File: src/rtl/fpga_hero_pkg.sv
// Shared definitions for the fpga_hero note-lane pipeline: default widths,
// the fetch scheduler state encoding and a small width helper.
package fpga_hero_pkg;

    localparam int NUM_SLOTS_DEF = 4;
    localparam int NOTE_W_DEF    = 4;
    localparam int ADDR_W_DEF    = 8;

    typedef enum logic [1:0] {
        IDLE    = 2'd0,
        ISSUE   = 2'd1,
        WAIT    = 2'd2,
        DELIVER = 2'd3
    } sched_state_t;

    // Index width for n items; never narrower than one bit.
    function automatic int idx_width(input int n);
        return (n > 1) ? $clog2(n) : 1;
    endfunction

endpackage

File: src/rtl/note_fetch_scheduler_rr_arbiter.sv
// Combinational round-robin arbiter: the first set request bit strictly after
// rr_ptr (wrapping) wins.
module rr_arbiter
    import fpga_hero_pkg::*;
#(
    parameter  int WIDTH = 4,
    localparam int IDX_W = idx_width(WIDTH)
) (
    input  logic [WIDTH-1:0] pending,
    input  logic [IDX_W-1:0] rr_ptr,
    output logic [WIDTH-1:0] winner,
    output logic [IDX_W-1:0] winner_idx
);

    logic             found_s;
    logic [IDX_W-1:0] cand_s;

    // Scan rr_ptr+1 .. rr_ptr+WIDTH modulo WIDTH; the last step revisits rr_ptr itself.
    always_comb begin
        winner     = {WIDTH{1'b0}};
        winner_idx = {IDX_W{1'b0}};
        found_s    = 1'b0;
        cand_s     = {IDX_W{1'b0}};
        for (int i = 1; i <= WIDTH; i++) begin
            cand_s = IDX_W'((int'(rr_ptr) + i) % WIDTH);
            if (!found_s && pending[cand_s]) begin
                found_s        = 1'b1;
                winner[cand_s] = 1'b1;
                winner_idx     = cand_s;
            end else begin
                found_s = found_s;
            end
        end
    end

endmodule

File: src/rtl/note_fetch_scheduler.sv
// Serializes notes-ROM reads for the beat slots: requests are latched once per
// frame, granted round-robin, and each grant consumes exactly one ROM line.
module note_fetch_scheduler
    import fpga_hero_pkg::*;
#(
    parameter int NUM_SLOTS   = NUM_SLOTS_DEF,
    parameter int NOTE_W      = NOTE_W_DEF,
    parameter int ADDR_W      = ADDR_W_DEF,
    parameter int SONG_LEN    = 256,
    parameter int ROM_LATENCY = 2
) (
    input  logic                 vgaclk,
    input  logic                 rst,
    input  logic                 run,
    input  logic                 frame_tick,
    input  logic [NUM_SLOTS-1:0] req,
    input  logic [NOTE_W-1:0]    rom_q,
    output logic [ADDR_W-1:0]    rom_addr,
    output logic [NUM_SLOTS-1:0] grant,
    output logic [NOTE_W-1:0]    note_out,
    output logic                 busy,
    output logic                 song_wrap,
    output logic                 overrun
);

    localparam int IDX_W = idx_width(NUM_SLOTS);
    localparam int CNT_W = $clog2(ROM_LATENCY + 1);

    localparam logic [CNT_W-1:0]     LAT_LOAD   = CNT_W'(ROM_LATENCY);
    localparam logic [CNT_W-1:0]     CNT_ONE    = CNT_W'(1);
    localparam logic [CNT_W-1:0]     CNT_ZERO   = CNT_W'(0);
    localparam logic [ADDR_W-1:0]    LAST_ADDR  = ADDR_W'(SONG_LEN - 1);
    localparam logic [ADDR_W-1:0]    ADDR_ONE   = ADDR_W'(1);
    localparam logic [ADDR_W-1:0]    ADDR_ZERO  = ADDR_W'(0);
    localparam logic [IDX_W-1:0]     PTR_RESET  = IDX_W'(NUM_SLOTS - 1);
    localparam logic [IDX_W-1:0]     IDX_ZERO   = IDX_W'(0);
    localparam logic [NUM_SLOTS-1:0] SLOTS_ZERO = NUM_SLOTS'(0);
    localparam logic [NOTE_W-1:0]    NOTE_ZERO  = NOTE_W'(0);

    sched_state_t         state_r;
    sched_state_t         state_s;
    logic [NUM_SLOTS-1:0] pending_r;
    logic [NUM_SLOTS-1:0] pending_s;
    logic [IDX_W-1:0]     rr_ptr_r;
    logic [CNT_W-1:0]     cnt_r;
    logic [CNT_W-1:0]     cnt_s;
    logic [NUM_SLOTS-1:0] win_onehot_r;
    logic [IDX_W-1:0]     win_idx_r;
    logic [NUM_SLOTS-1:0] arb_onehot_s;
    logic [IDX_W-1:0]     arb_idx_s;

    logic [ADDR_W-1:0]    rom_addr_r;
    logic [NUM_SLOTS-1:0] grant_r;
    logic [NOTE_W-1:0]    note_out_r;
    logic                 busy_r;
    logic                 song_wrap_r;
    logic                 overrun_r;

    logic tick_s;
    logic deliver_s;
    logic launch_s;

    assign tick_s    = frame_tick & run;
    assign deliver_s = (state_r == DELIVER);
    // Outputs are registered, so the strobe is loaded on the edge that enters DELIVER.
    assign launch_s  = (state_r == WAIT) && (cnt_r == CNT_ONE);

    rr_arbiter #(
        .WIDTH      (NUM_SLOTS)
    ) u_arb (
        .pending    (pending_r),
        .rr_ptr     (rr_ptr_r),
        .winner     (arb_onehot_s),
        .winner_idx (arb_idx_s)
    );

    // Next-state and wait-counter logic.
    always_comb begin
        state_s = state_r;
        cnt_s   = cnt_r;
        case (state_r)
            IDLE: begin
                if (pending_r != SLOTS_ZERO) begin
                    state_s = ISSUE;
                end else begin
                    state_s = IDLE;
                end
            end
            ISSUE: begin
                state_s = WAIT;
                cnt_s   = LAT_LOAD;
            end
            WAIT: begin
                cnt_s = cnt_r - CNT_ONE;
                if (cnt_r == CNT_ONE) begin
                    state_s = DELIVER;
                end else begin
                    state_s = WAIT;
                end
            end
            DELIVER: begin
                if ((pending_r & ~win_onehot_r) != SLOTS_ZERO) begin
                    state_s = ISSUE;
                end else begin
                    state_s = IDLE;
                end
            end
            default: begin
                state_s = IDLE;
                cnt_s   = CNT_ZERO;
            end
        endcase
    end

    // Pending set/clear; a frame's new requests take priority over the clear.
    always_comb begin
        pending_s = pending_r;
        if (tick_s && deliver_s) begin
            pending_s = (pending_r & ~win_onehot_r) | req;
        end else if (tick_s) begin
            pending_s = pending_r | req;
        end else if (deliver_s) begin
            pending_s = pending_r & ~win_onehot_r;
        end else begin
            pending_s = pending_r;
        end
    end

    // Control state registers.
    always_ff @(posedge vgaclk or posedge rst) begin
        if (rst) begin
            state_r      <= IDLE;
            pending_r    <= SLOTS_ZERO;
            rr_ptr_r     <= PTR_RESET;
            cnt_r        <= CNT_ZERO;
            win_onehot_r <= SLOTS_ZERO;
            win_idx_r    <= IDX_ZERO;
        end else begin
            state_r   <= state_s;
            pending_r <= pending_s;
            cnt_r     <= cnt_s;
            if (state_r == ISSUE) begin
                win_onehot_r <= arb_onehot_s;
                win_idx_r    <= arb_idx_s;
            end
            if (deliver_s) begin
                rr_ptr_r <= win_idx_r;
            end
        end
    end

    // Registered outputs; rom_addr moves only at the end of DELIVER.
    always_ff @(posedge vgaclk or posedge rst) begin
        if (rst) begin
            rom_addr_r  <= ADDR_ZERO;
            grant_r     <= SLOTS_ZERO;
            note_out_r  <= NOTE_ZERO;
            busy_r      <= 1'b0;
            song_wrap_r <= 1'b0;
            overrun_r   <= 1'b0;
        end else begin
            grant_r     <= launch_s ? win_onehot_r : SLOTS_ZERO;
            song_wrap_r <= launch_s && (rom_addr_r == LAST_ADDR);
            busy_r      <= (state_s != IDLE);
            if (launch_s) begin
                note_out_r <= rom_q;
            end
            if (deliver_s) begin
                rom_addr_r <= (rom_addr_r == LAST_ADDR) ? ADDR_ZERO : rom_addr_r + ADDR_ONE;
            end
            if (tick_s && (state_r != IDLE)) begin
                overrun_r <= 1'b1;
            end
        end
    end

    assign rom_addr  = rom_addr_r;
    assign grant     = grant_r;
    assign note_out  = note_out_r;
    assign busy      = busy_r;
    assign song_wrap = song_wrap_r;
    assign overrun   = overrun_r;

endmodule
File: config.mk
export PLATFORM = sky130hd
export DESIGN_NAME = note_fetch_scheduler
export DESIGN_NICKNAME = d
export VERILOG_FILES = /design/src/rtl/fpga_hero_pkg.sv /design/src/rtl/note_fetch_scheduler_rr_arbiter.sv /design/src/rtl/note_fetch_scheduler.sv
export SDC_FILE = /design/constraint.sdc
export NUM_CORES = 1
export LEC_CHECK = 0
export ABC_AREA = 1
export BUFFER_PORTS_ARGS = -buffer_cell sky130_fd_sc_hd__clkbuf_2
export CAP_MARGIN = 20
export CORE_ASPECT_RATIO = 1.4
export CORE_UTILIZATION = 39
export CTS_CLUSTER_SIZE = 40
export DETAILED_ROUTE_END_ITERATION = 7
export PLACE_DENSITY = 0.56
export SLEW_MARGIN = 20
export SYNTH_ARGS = -nofsm -noshare
export SYNTH_HDL_FRONTEND = slang
export SYNTH_HIERARCHICAL = 1
export SYNTH_SLANG_ARGS = --single-unit
File: constraint.sdc
create_clock -name vgaclk -period 5.07 [get_ports vgaclk]
set_clock_uncertainty 0.15 [all_clocks]
set_input_delay 1.521 -clock vgaclk [delete_from_list [all_inputs] [get_ports vgaclk]]
set_output_delay 1.521 -clock vgaclk [all_outputs]
set_load 0.01 [all_outputs]
**Word level (Yosys, flattened, before mapping)**

Index checks and enable logic that the tools add are counted.

- Input bits: 12
- Register bits: 35
- Word-level logic and storage cells: 97
- Output and inout port bits: 19

- Eq/ne operators: 5
- Reduce and logical (&&, ||, !) cells: 21
- Add/subtract/negate cells: 6
- Muxes and demuxes: 37
- Bitwise operators: 8
- Magnitude comparators: 8

Operators with widths:

| kind | number |
|---|---|
| $mux 4 | 8 |
| $or 4x4->4 | 5 |
| $mux 1 | 14 |
| $lt 2x3->1 const B | 4 |
| $logic_and 1x1->1 | 11 |
| $add 8x1->8 const B | 1 |
| $bmux 1 s2 | 4 |
| $demux 1 s2 | 4 |
| $eq 8x8->1 const B | 1 |
| $ge 2x1->1 const B | 4 |
| $mux 2 | 4 |
| $mux 8 | 1 |
| $pmux 2 s4 | 1 |
| $reduce_bool 4->1 | 2 |
| $reduce_bool 2->1 | 3 |
| $add 2x1->2 const B | 2 |
| $add 2x2->2 const B | 2 |
| $and 4x4->4 | 1 |
| $eq 2x1->1 const B | 2 |
| $eq 2x2->1 const B | 2 |
| $not 4->4 | 1 |
| $pmux 2 s2 | 1 |
| $logic_not 1->1 | 3 |
| $reduce_bool 3->1 | 1 |
| other kinds (3) | 3 |

**Depth between registers and ports, before layout**

- Depth after elaboration: 13
- Gate-level depth with buffers: 12
- Gate-level depth less buffers: 11

**By module**

Netlist, hierarchy kept.

Modules (own cells, without submodules):

| module | seq. area each (µm²) | instances | cells each | area an instance (µm²) |
|---|---|---|---|---|
| note_fetch_scheduler | 878.3 | 1 | 176 | 1589.0 |
| rr_arbiter | 0.0 | 1 | 85 | 535.5 |

**Least setup slack after synthesis**

Ideal clock, no wire load.

- Kind: input to register
- Start point: in frame_tick
- End point: reg pending_r[3]
- Path buffers: 0
- Stages: 4
- Required time: 4.838 ns
- Library setup time: 0.082 ns
- Arrival time: 1.956 ns
- Path slack: 2.882 ns
- Cell sequence: nand2_1 > inv_1 > nand2_1 > a31oi_1

- Longest elaborated chain between the ends: 3
- Elaborated cells on any way between the ends: 5
- Those cells by class: mux: 2; bitwise: 1; reduce/logical: 2

RTL lines:

| what | line | text |
|---|---|---|
| start: declaration | note_fetch_scheduler.sv:15 | `input logic frame_tick,` |
| $and 1x1->1 * | note_fetch_scheduler.sv:63 | `assign tick_s = frame_tick & run;` |
| $mux 4 or $logic_and 1x1->1 (tied branches) | note_fetch_scheduler.sv:120, note_fetch_scheduler.sv:118 |  |
| $mux 4 or $reduce_bool 3->1 (tied branches) | -- |  |
| end signal: assignment | note_fetch_scheduler.sv:140 | `pending_r <= pending_s;` |
| end: declaration | note_fetch_scheduler.sv:42 | `logic [NUM_SLOTS-1:0] pending_r;` |

Mark *: on every way between the ends. The rest lies on a longest branch, timed or not.
A chain may end at the register's enable or synchronous reset.

**Worst setup path after layout**

- Start point: reg rom_addr_r[4] (netlist: rom_addr[4])
- End point: out rom_addr[4]

RTL lines:

| what | line | text |
|---|---|---|
| start: declaration | note_fetch_scheduler.sv:52 | `logic [ADDR_W-1:0] rom_addr_r;` |
| start signal: assignment | note_fetch_scheduler.sv:169 | `rom_addr_r <= (rom_addr_r == LAST_ADDR) ? ADDR_ZERO : rom_addr_r + ADDR_ONE;` |
| end: declaration | note_fetch_scheduler.sv:18 | `output logic [ADDR_W-1:0] rom_addr,` |

No word-level cell between the ends.

==> results.json <==
{
  "start_kind": "flip-flop",
  "maxSlewHeadroom_pct": 68.55,
  "die_x_um": 64.38,
  "fmax_mhz": 380.4,
  "h-tree-depth": 2,
  "ff_latch_area_um2": 878.3,
  "tns_ns": 0,
  "overflow": 0,
  "antennaDiodeCount": 0,
  "grt_pass1_wl_um": 7728,
  "drtPass1Iterations": 4,
  "tritoncts": "built",
  "drive_gt1_share_pct": 21.36,
  "fillers": 561,
  "synth_top_area_cell": "dfrtp_1",
  "max_stage_delay_ns": 0.49,
  "yosysSeqAreaShare_pct": 41.34,
  "post_cts_buffers": 0,
  "yosysWarnings": 6,
  "irDropWorstVdd_v": 0.0002722,
  "ys_ff_latch": 35,
  "io_buffers": 30,
  "endpoint_kind": "primary output",
  "pin_count": 31,
  "core_area_mm2": 0.005197,
  "cp_max_fo": 8,
  "hold_path.class": "reg2reg",
  "r2r_cells": 11,
  "period_minus_slack_ns": 2.629,
  "synth_top_area_share_pct": 38.87,
  "routedWlPerCell_um": 12.30,
  "grt_max_degree": 36,
  "grt_pass1_vias": 1696,
  "multiInputGateArea_mm2": 0.001071,
  "drv_cap": 0,
  "postCtsResizedCells": 0,
  "vias": 1761,
  "slowest_stage": "dfrtp_1",
  "clk_pin_slew_worst_paths_ns": 0.07,
  "synth_cell_types": 32,
  "crit_chain": "clkbuf_2",
  "netlist_instances": 261,
  "netlist_area_mm2": 0.002125,
  "path_delay_family": "flip-flops",
  "hold_path_depth": 2,
  "min_from": "note_out[0]",
  "power_density_mw_per_mm2": 613.2,
  "synth_edf_count": 0,
  "clock_latency_ns": 0.29,
  "critPathArrivalTime_ns": 0.96,
  "slew_violations": 0,
  "p_leak_nw": 1.277,
  "areaGrowthSynthToFinish_pct": 13.96,
  "synthArstFlopShare_pct": 100.0,
  "track_usage_pct": 17.71,
  "rsz0062_at_grt": "false",
  "ant_nets": 0,
  "rr_endpoint": "win_onehot_r[3]",
  "finalCritPeriodShare_pct": 51.85,
  "clk_path_buf_depth": 2,
  "crit_buf_inv": 1,
  "dp_hpwl_um": 3349,
  "cts_sinks": 35,
  "r2r_start": "rr_ptr_r[0]",
  "min_to": "note_out[0]",
  "root_buffer": "clkbuf_8",
  "syn_nets": 288,
  "first_iter_violations": 156,
  "initial_core_util_pct": 40.88,
  "rows": 31,
  "finalSetupViolCount": 0,
  "crit_type": "reg2out",
  "r2r_slack_ns": 2.72,
  "synthTopCellsByArea": "dfrtp_1, nand2_1, ha_1",
  "worstPathRequired_ns": 3.40,
  "tightest_slew_ns": 0.4718,
  "die_area_mm2": 0.005751,
  "synthFlopType": "dfrtp_1",
  "die_h_um": 89.33,
  "post-route-drc-count": 0,
  "status": "finished, final reports clean",
  "finalWeightedCongestion": 0.7680,
  "total_power_mw": 1.485,
  "routed_wl_um": 4441,
  "numCtsBuffers": 5,
  "nNetsFinal": 322,
  "viasPerCell": 4.878,
  "syn-mean-instance-area_um2": 8.140,
  "antenna_found_initial": 0,
  "finalHoldViolations": 0,
  "cts_hold_buf": 0
}
-- flip-flops by register name (all words and copies together), names as in the netlist --
register	cells
busy	1
overrun	1
state_r	2
win_idx_r	2
grant	4
song_wrap	1
cnt_r	2
note_out	4
pending_r	4
rom_addr	8
rr_ptr_r	2
win_onehot_r	4
-- cells by family (layout without fill, tap and decap cells) --
family | after synthesis | after routing | synth area share (%)
AOI/OAI and AO/OA | 32 | 32 | 8.363
DFF | 35 | 35 | 41.34
and+or+nand+nor | 137 | 137 | 31.98
adders and majority gates | 15 | 15 | 8.834
xor gates and xnor gates | 3 | 3 | 1.237
buffers and inverters | 39 | 73 | 8.245
-- cell usage after synthesis (3+ instances only) --
master	count
a21boi_0	4
a21oi_1	10
a31oi_1	4
dfrtp_1	33
ha_1	15
inv_1	31
nand2_1	69
nand2_2	6
nand2_4	3
nand3_1	28
nor2_1	18
o21ai_0	11
-- worst max-delay path by stage --
stage                start            to  slack (ns)  depth (start not counted)
2_1_floorplan          rst          busy        2.63                          1
3_3_place_gp    frame_tick  pending_r[1]        2.67                          5
3_5_place_dp    frame_tick  pending_r[0]        2.67                          5
4_1_cts        rom_addr[4]   rom_addr[4]        2.42                          1
5_1_grt        rom_addr[4]   rom_addr[4]        2.39                          1
6_report       rom_addr[4]   rom_addr[4]        2.44                          1
-- power breakdown --
part / leakage (nW) / switching (mW) / total [mW] / internal, mW
Clock: 0.0470 / 0.0971 / 0.204 / 0.107
Sequential: 0.420 / 0.113 / 0.493 / 0.380
Combinational: 0.809 / 0.508 / 0.788 / 0.279
Total: 1.28 / 0.718 / 1.48 / 0.766
-- cell type report --
cell class | count | area share (%)
Tap cell | 66 | 3.411
Clock buffer | 6 | 3.411
Inverter | 35 | 5.943
Clock inverter | 1 | 0.2067
Sequential cell | 35 | 36.28
Timing Repair Buffer | 31 | 6.512
Multi-Input combinational cell | 187 | 44.24
-- cell usage in the layout, fill, tap and decap left out, drive strengths merged, types with 2 or more instances in the layout --
cell type / n
inv: 35
a21oi: 10
clkbuf: 36
a31oi: 4
nand3: 31
dfrtp: 33
nor2: 23
o21ai: 13
ha: 15
a21boi: 4
xnor2: 2
nor3: 3
dfstp: 2
nand2: 79
-- stage by stage --
stage | hold slack, ns | cells | setup slack (ns) | util [%] | area [um2]
finish | 0.3310 | 361 | 2.441 | 46.58 | 2421
global route | 0.3426 | 361 | 2.391 | 46.58 | 2421
CTS | 0.3395 | 361 | 2.421 | 46.58 | 2421
detailed placement | 0.3208 | 354 | 2.669 | 44.90 | 2333
global placement | 0.3131 | 354 | 2.670 | 44.90 | 2333
floorplan | 0.3089 | 261 | 2.626 | - | 2125
-- per-layer routing --
layer | part of all wire [%] | track usage [%]
met1 | 40 | 19.82
met2 | 54 | 31.58
met3 | 3.7 | 3.316
met4 | 2.1 | 9.899
met5 | 0 | 0
Note: power is estimated with default switching activity, not from simulation.
